File: config.mk
export PLATFORM = sky130hd
export DESIGN_NAME = decoder_proj
export DESIGN_NICKNAME = d
export VERILOG_FILES = /design/src/rtl/decoder_proj.sv
export SDC_FILE = /design/constraint.sdc
export NUM_CORES = 1
export LEC_CHECK = 0
export CAP_MARGIN = 10
export CELL_PAD_IN_SITES_DETAIL_PLACEMENT = 0
export CELL_PAD_IN_SITES_GLOBAL_PLACEMENT = 2
export CORE_ASPECT_RATIO = 1.5
export CORE_MARGIN = 10
export CORE_UTILIZATION = 35
export CTS_CLUSTER_SIZE = 28
export DETAILED_ROUTE_END_ITERATION = 8
export GPL_TIMING_DRIVEN = 0
export HOLD_SLACK_MARGIN = 0.03
export PLACE_DENSITY = 0.9
export SLEW_MARGIN = 30
export SYNTH_ARGS = -nofsm -noshare
export SYNTH_HDL_FRONTEND = slang
export SYNTH_SLANG_ARGS = --single-unit
export TNS_END_PERCENT = 5
File: constraint.sdc
create_clock -name clk -period 2.5 [get_ports clk]
set_clock_uncertainty 0.2 [all_clocks]
set_input_delay 0.625 -clock clk [delete_from_list [all_inputs] [get_ports clk]]
set_output_delay 0.625 -clock clk [all_outputs]
set_load 0.01 [all_outputs]
File: src/rtl/decoder_proj.sv
// decoder_proj: registered multi-mode 4-bit decoder.
// io_in packs {mode[1:0], en, code[3:0]}. The decode result is one of
// one-hot, hex 7-segment, BCD 7-segment (codes 10-15 blank and flag err)
// or thermometer. It is registered once, so latency is one cycle.
// Optional feature macro: DECODER_PARITY_EN adds dec_par, the registered
// even parity of dec_out.
module decoder_proj (
    input  logic        clk,
    input  logic        rst,
    input  logic [6:0]  io_in,
    output logic [15:0] dec_out,
    output logic        valid,
    output logic        err
`ifdef DECODER_PARITY_EN
    ,
    output logic        dec_par
`endif
);

    typedef enum logic [1:0] {
        MODE_ONEHOT = 2'b00,
        MODE_HEX    = 2'b01,
        MODE_BCD    = 2'b10,
        MODE_THERM  = 2'b11
    } mode_t;

    // Segment pattern g..a (bit0 = a), active-high.
    function automatic logic [6:0] seg7(input logic [3:0] code);
        logic [6:0] s;
        case (code)
            4'h0: s = 7'h3F;
            4'h1: s = 7'h06;
            4'h2: s = 7'h5B;
            4'h3: s = 7'h4F;
            4'h4: s = 7'h66;
            4'h5: s = 7'h6D;
            4'h6: s = 7'h7D;
            4'h7: s = 7'h07;
            4'h8: s = 7'h7F;
            4'h9: s = 7'h6F;
            4'hA: s = 7'h77;
            4'hB: s = 7'h7C;
            4'hC: s = 7'h39;
            4'hD: s = 7'h5E;
            4'hE: s = 7'h79;
            default: s = 7'h71;
        endcase
        return s;
    endfunction

    // Returns {err, dec} for one code/mode pair.
    function automatic logic [16:0] decode(input mode_t mode, input logic [3:0] code);
        logic [15:0] d;
        logic        e;
        d = 16'h0000;
        e = 1'b0;
        case (mode)
            MODE_ONEHOT: d = 16'h0001 << code;
            MODE_HEX:    d = {9'h000, seg7(code)};
            MODE_BCD: begin
                if (code > 4'd9) begin
                    e = 1'b1;
                end else begin
                    d = {9'h000, seg7(code)};
                end
            end
            default:     d = (16'h0001 << code) - 16'h0001;
        endcase
        return {e, d};
    endfunction

    // ---- stage p0: unpack the bus and decode combinationally ----
    logic [3:0]  code_p0;
    logic        en_p0;
    mode_t       mode_p0;
    logic [15:0] dec_p0;
    logic        err_p0;

    assign code_p0 = io_in[3:0];
    assign en_p0   = io_in[4];
    assign mode_p0 = mode_t'(io_in[6:5]);

    // Combinational decode of the current bus value.
    always_comb begin
        {err_p0, dec_p0} = decode(mode_p0, code_p0);
    end

    // ---- stage p1: output register ----
    logic [15:0] dec_p1;
    logic        err_p1;
    logic        vld_p1;

    // Load the decode on enabled edges; hold data otherwise, valid pulses per sample.
    always_ff @(posedge clk or posedge rst) begin
        if (rst) begin
            dec_p1 <= 16'h0000;
            err_p1 <= 1'b0;
            vld_p1 <= 1'b0;
        end else begin
            vld_p1 <= en_p0;
            if (en_p0) begin
                dec_p1 <= dec_p0;
                err_p1 <= err_p0;
            end
        end
    end

    assign dec_out = dec_p1;
    assign err     = err_p1;
    assign valid   = vld_p1;

`ifdef DECODER_PARITY_EN
    logic par_p1;

    // Parity is computed from the incoming decode so it stays aligned with dec_out.
    always_ff @(posedge clk or posedge rst) begin
        if (rst) begin
            par_p1 <= 1'b0;
        end else if (en_p0) begin
            par_p1 <= ^dec_p0;
        end
    end

    assign dec_par = par_p1;
`endif

endmodule

## Yosys cells after proc, flatten, opt, wreduce, memory -nomap -nowiden

Memory sizes are Yosys's and may differ from the RTL's.
Index checks and enable logic that the tools add are counted.

| storage, ports and cells | value |
|---|---|
| memories kept | 2 |
| output and inout port bits | 18 |
| input port bits | 9 |
| word-level logic and storage cells | 15 |
| memory bits (read-only) | 224 |
| register bits after elaboration | 18 |

Memories:

| memory | words | width | read ports | clocked after Yosys merged registers in | write ports | line | source |
|---|---|---|---|---|---|---|---|
| (name not given) | 16 | 7 | 1 | 0 | 0 | 30 | `case (code)` |
| (name not given) | 16 | 7 | 1 | 0 | 0 | 30 |  |

| operators by class | value |
|---|---|
| multiplexer cells | 4 |
| order comparisons | 1 |
| add/sub/neg operators | 1 |
| shift-type cells | 1 |
| reduce and logical (&&, ||, !) cells | 1 |
| equal/unequal tests | 2 |

Operators with widths:

| cell | count |
|---|---|
| $pmux W16 S3 | 1 |
| $shl A1 B4 Y16 const A | 1 |
| $sub A16 B1 Y16 const B | 1 |
| $mux W7 | 1 |
| $gt A4 B4 Y1 const B | 1 |
| $eq A2 B1 Y1 const B | 1 |
| $eq A2 B2 Y1 const B | 1 |
| $logic_not A2 Y1 | 1 |
| $mux W1 | 2 |

## Logic depth before layout (Yosys ltp)

Gate-level depths: netlist of run 1.

| depth | value |
|---|---|
| depth after elaboration | 3 |
| depth in mapped cells | 11 |

## Worst setup path after synthesis of run 1

Ideal clock, no wire load.

| path | value |
|---|---|
| kind | input to register |
| start point | input io_in[0] |
| end point | register dec_p1[10], in the netlist dec_out[10] |
| path slack | -0.189 ns |
| cell stages on the path | 11 |
| arrival time | 2.386 ns |
| setup time | 0.104 ns |
| path through | inv_1 ha_1 buf_4 buf_2 nand2_1 ha_1 clkbuf_4 and2_4 nand2_2 or4b_1 o311ai_1 |

| between the ends | value |
|---|---|
| longest elaborated chain between the ends | 3 |

Ends and longest elaborated chain:

| what | line | source |
|---|---|---|
| start, declared | 10 | `input logic [6:0] io_in,` |
| $shl A1 B4 Y16 (*) | 58, 67 |  |
| $sub A16 B1 Y16 | 67 | `default: d = (16'h0001 << code) - 16'h0001;` |
| $pmux W16 S3 (*) | 57 | `case (mode)` |
| end signal, assigned | 102 | `dec_p1 <= dec_p0;` |
| end, declared | 89 | `logic [15:0] dec_p1;` |

Mark *: on every way between the ends. The rest lies on a longest branch, timed or not.
A chain may end at the register's enable or synchronous reset.

## Worst setup path in the final report of run 1

| path | value |
|---|---|
| start point | input io_in[1] |
| end point | register dec_p1[10], in the netlist dec_out[10] |

Same word-level chain as after synthesis.

==> impl_metrics.tcl, run 1 <==
set metrics [dict create \
    root_buffer "clkbuf_8" \
    antenna_left 0 \
    critPathLaunchType "primary input" \
    drt_iter0_markers 68 \
    syn_nets 215 \
    finalHoldWorstSlack_ns 0.293 \
    reg2reg_from "dec_out[2]$_DFFE_PP0P_" \
    setup_violations 0 \
    max_freq_mhz 410 \
    synth.distinct_cells 62 \
    dieArea_um2 8070 \
    clockBufferDepth 2 \
    cts_tree "yes" \
    pre_cts_ws_ns -0.970 \
    status "completed" \
    place_hpwl_um 3960 \
    rr_endpoint "dec_out[2]$_DFFE_PP0P_" \
    setup_slack_ns 0.0588 \
    vdd_drop_max_mv 0.157 \
    coreArea_um2 4620 \
    layout_worst_path_cycle_share_pct 97.6 \
    critPathLaunch "io_in[1]" \
    min_from "dec_out[12]$_DFFE_PP0P_" \
    io_pins 27 \
    critPathMaxFanout 10 \
    htree_levels 1 \
    final_cell_mix "clkdlybuf4s50_1, nor2_1, dfrtp_1" \
    antenna_found_initial 0 \
    crit_arrival_ns 2.40 \
    postPlaceCellArea_um2 2100 \
    cts.sinks 18 \
    yosys_warnings 0 \
    initial_core_util_pct 36.6 \
    yosysSeqAreaShare_pct 26.6 \
    final_core_util_pct 47.3 \
    insertion_delay_ns 0.25 \
    synth-seq-cells 18 \
    grt_overflow 0 \
    diodes 0 \
    hold_class "reg2reg" \
    reg2regPathDepth 1 \
    p_per_area_nw_per_um2 401 \
    numPortBuffers 25 \
    synth_edf_count 0 \
    die_y_um 105 \
    final_common_cell "clkdlybuf4s50_1" \
    wl_per_cell_um 17.0 \
    avgSynthCellArea_um2 8.59 \
    timing.slew.headroom_pct 55.4 \
    hold_buffers 0 \
    r2r_slack_ns 1.57 \
    slew_viol_final 0 \
    fin_nets 250 \
    grt_max_degree 19 \
    grt_pass1_vias 1561 \
    chipWidth_um 76.8 \
    p_leak_nw 0.867 \
    cp-end-kind "flip-flop" \
    final_cell_area_um2 2180 \
    vias_per_cell 5.51 \
    numCtsBuffers 3 \
    syn-instance-count 197 \
    clk_pin_slew_worst_paths_ns 0.06 \
    rows 30 \
    synth_area_um2 1690 \
    maxCapViolCount 0 \
    synth_top_flop_cell "dfrtp_1" \
    drc 0 \
    worstHoldPathCells 1 \
    async_flop_share_pct 100 \
    whs_endpoint "dec_out[12]$_DFFE_PP0P_" \
    finalHoldViolCount 0 \
    area_delta_synth_final_pct 29.1 \
    cp_data_required_time_ns 2.46 \
    place.gp.congestion 0.918 \
    critical_path_class "in2reg" \
    drt_first_pass_iters 4 \
    finalWirelength_um 4990 \
    tightest_slew_ns 0.669 \
    routed-via-count 1621 \
    nFillCells 470 \
    grt_pass1_wl_um 8260 \
    grtUsageTotal_pct 12.2 \
    drive_gt1_share_pct 23.0 \
    fin_crit_ns 2.44 \
]
==> how the worst max path moves through the flow <==
stage                               to  cells past startpoint
2_1_floorplan  dec_out[10]$_DFFE_PP0P_                     11
3_3_place_gp   dec_out[10]$_DFFE_PP0P_                     12
3_5_place_dp   dec_out[10]$_DFFE_PP0P_                     12
4_1_cts        dec_out[10]$_DFFE_PP0P_                     12
5_1_grt        dec_out[10]$_DFFE_PP0P_                     11
6_report       dec_out[10]$_DFFE_PP0P_                     11
==> state kept, by name (all words and copies together) (netlist names) <==
signal	flops
dec_out	16
err	1
valid	1
==> repair_timing <==
action	CTS	global route
setup buffers	3	4
pin swaps	2	4
gates resized for setup	19	2
endpoints found under the setup margin	15	3
endpoints found under the hold margin	0	0
==> Yosys cell counts (3+ instances only) <==
cell type,number,area [um^2]
nor2_1,19,71.3
dfrtp_1,18,450
a31oi_1,11,68.8
nand2_1,10,37.5
a21oi_1,9,45.0
ha_1,9,113
o21ai_0,9,45.0
nand3_1,8,40.0
inv_1,7,26.3
o2bb2ai_1,7,61.3
buf_2,6,30.0
buf_4,5,37.5
nor3_1,5,25.0
buf_6,4,45.0
o311ai_1,4,35.0
a211o_1,3,26.3
a32oi_1,3,26.3
clkbuf_1,3,11.3
xnor2_1,3,26.3
==> power breakdown <==
| part | switching (W) | internal (W) |
|---|---|---|
| logic | 0.000179 | 0.000165 |
| registers | 0.0000156 | 0.000320 |
| clock network | 0.0000891 | 0.000107 |
| total | 0.000284 | 0.000592 |
==> stage by stage <==
stage	TNS, ns	power, W	std cells
finish	0	0.000876	294
global route	-0.0111	0.000925	294
CTS	0	0.000883	292
detailed placement	-9.49	0.000678	286
global placement	-9.35	0.000677	286
floorplan	-0.0455	0.000548	197
==> kinds of logic (layout without fill, tap and decap cells) <==
family,count (synthesis),count (layout),synth area share [%]
mux,5,5,3.18
xor+xnor,5,5,2.59
buf+inv,27,60,9.54
simple gates,66,66,22.0
fa+ha+maj,9,9,6.66
compound gates,67,67,29.4
flops,18,18,26.6
==> per-layer routing <==
layer / vias up / wire length [um] / track usage [%]
met3: 9 / 173 / 1.03
met4: 0 / 136 / 5.47
li1: 804 / - / -
met2: 41 / 2450 / 21.1
met5: - / 0 / 0
met1: 767 / 2230 / 14.8
==> cell type report <==
type	count	area (um^2)	area share (%)
inverters	8	33.8	1.55
plain buffers	17	140	6.42
clock buffers	3	41.3	1.89
flip-flops and latches	18	450	20.6
repair buffers	32	299	13.7
well taps	64	80.1	3.67
multi-input cells	152	1140	52.1
==> critical path, cell delays in order <==
cell	delay, ns
buf_6	0.10
clkinvlp_4	0.13
ha_4	0.19
buf_6	0.14
buf_8	0.14
nand2_4	0.07
ha_4	0.17
and2_4	0.17
nand2_2	0.06
or4b_4	0.51
o311ai_1	0.08
Note: power is estimated with default switching activity, not from simulation.
==> inputs of run 2 (changes only) <==
--- a/config.mk
+++ b/config.mk
@@ -9,7 +9,7 @@
 export CELL_PAD_IN_SITES_DETAIL_PLACEMENT = 0
 export CELL_PAD_IN_SITES_GLOBAL_PLACEMENT = 2
 export CORE_ASPECT_RATIO = 1.5
-export CORE_MARGIN = 10
+export CORE_MARGIN = 4
 export CORE_UTILIZATION = 35
 export CTS_CLUSTER_SIZE = 28
 export DETAILED_ROUTE_END_ITERATION = 8
==> impl_metrics.tcl, run 2 (same netlist as run 1, synthesis figures left out) <==
set metrics [dict create \
    numCtsBuffers 3 \
    setup_slack_ns 0.100 \
    max_freq_mhz 417 \
    rsz0062_at_grt "false" \
    clk_pin_slew_worst_paths_ns 0.07 \
    vias_per_cell 5.57 \
    drt_iter0_markers 56 \
    nFillCells 469 \
    slew_viol_final 0 \
    fin_setup_tns_ns 0 \
    reg2reg_from "dec_out[2]$_DFFE_PP0P_" \
    cts_tree "yes" \
    whs_endpoint "dec_out[4]$_DFFE_PP0P_" \
    pre_cts_ws_ns -0.972 \
    dieArea_um2 6030 \
    clockBufferDepth 2 \
    root_buffer "clkbuf_8" \
    vdd_drop_max_mv 0.147 \
    status "completed" \
    critPathLaunchType "primary input" \
    drive_gt1_share_pct 23.1 \
    insertion_delay_ns 0.25 \
    initial_core_util_pct 36.6 \
    grt_overflow 0 \
    min_from "dec_out[4]$_DFFE_PP0P_" \
    wl_per_cell_um 16.8 \
    routed-via-count 1633 \
    coreArea_um2 4620 \
    numPortBuffers 25 \
    r2r_slack_ns 1.58 \
    total_power_w 0.000913 \
    hold_class "reg2reg" \
    layout_worst_path_cycle_share_pct 96.0 \
    setup_violations 0 \
    grt_pass1_wl_um 8410 \
    dpl.cell_count 286 \
    final_cells 293 \
    rr_endpoint "dec_out[2]$_DFFE_PP0P_" \
    place.gp.congestion 0.951 \
    worstHoldPathCells 1 \
    drc 0 \
    crit_arrival_ns 2.36 \
    cts.sinks 18 \
    die_y_um 93.1 \
    htree_levels 1 \
    timing.slew.headroom_pct 55.2 \
    multiInputGateArea_um2 1140 \
    grt_max_degree 20 \
    finalWirelength_um 4910 \
    antenna_left 0 \
    fin_crit_ns 2.40 \
    grt_pass1_vias 1727 \
    io_pins 27 \
    cp-end-kind "flip-flop" \
    area_delta_synth_final_pct 28.9 \
    place_hpwl_um 3850 \
    critPathMaxFanout 19 \
    critical_path_class "in2reg" \
    cp_data_required_time_ns 2.46 \
    tightest_slew_ns 0.671 \
    reg2regPathDepth 1 \
    rows 30 \
    final_cell_mix "clkdlybuf4s50_1, nor2_1, dfrtp_1" \
    chipWidth_um 64.8 \
    antenna_found_initial 0 \
    p_leak_nw 0.864 \
    largest_register_ffs 16 \
    diodes 0 \
    seq_area_um2 450 \
    maxCapViolCount 0 \
    p_per_area_nw_per_um2 419 \
    grtUsageTotal_pct 17.7 \
    drt_first_pass_iters 4 \
    final_common_cell "clkdlybuf4s50_1" \
    finalHoldViolCount 0 \
    fin_nets 248 \
]
[run 2: changes by cell type in the layout (fill, tap and decap cells not counted), sizes merged]
cell	change
buf	-3
dlygate4sd2	-1
clkbuf	+3
[run 2: worst max path at each step]
stage / start / to / slack [ns]
floorplan: io_in[1] / dec_out[10]$_DFFE_PP0P_ / -0.05
global placement: io_in[1] / dec_out[10]$_DFFE_PP0P_ / -0.95
detailed placement: io_in[1] / dec_out[10]$_DFFE_PP0P_ / -0.97
CTS: io_in[3] / dec_out[10]$_DFFE_PP0P_ / 0.04
global route: io_in[1] / dec_out[10]$_DFFE_PP0P_ / 0.003
finish: io_in[1] / dec_out[10]$_DFFE_PP0P_ / 0.10
[run 2: report_power, final]
group | leakage (nW) | internal, W | switching [W]
Sequential | 0.222 | 0.000320 | 0.0000150
Combinational | 0.613 | 0.000162 | 0.000179
Clock | 0.0288 | 0.000140 | 0.0000974
[run 2: metal layers]
layer  share of wire, %  up-vias  track usage, %
met1                 43      771            21.2
met3                4.4       12            1.08
met4                3.4        0            10.6
met2                 49       52            30.4
met5                  0        -               0
li1                   -      798               -
[run 2: layout make-up]
cell class / instances / area share [%]
Tap cell: 64 / 3.67
Inverter: 8 / 1.55
Clock buffer: 4 / 2.52
Sequential cell: 18 / 20.7
Buffer: 17 / 6.54
Timing Repair Buffer: 30 / 12.9
Multi-Input combinational cell: 152 / 52.2
[run 2: what timing repair did]
item	in CTS	in global routing
setup buffers	5	0
gates resized for setup	19	4
hold buffers	0	0
cloned	0	0
pin swaps	3	1
endpoints found under the setup margin	15	4
[run 2: through the flow]
stage / instance area, um^2 / utilization [%] / hold slack (ns)
CTS: 2180 / 47.2 / 0.295
detailed placement: 2100 / 45.5 / 0.279
finish: 2180 / 47.2 / 0.287
global placement: 2100 / 45.5 / 0.271
floorplan: 1770 / - / 0.312
global route: 2180 / 47.2 / 0.312
[run 2: critical path: stages]
cell	delay, ns
buf_6	0.10
clkinvlp_4	0.13
ha_4	0.19
buf_8	0.15
nand2_4	0.08
ha_4	0.12
clkbuf_8	0.14
and2_4	0.16
nand2_2	0.05
or4b_4	0.51
o311ai_1	0.08
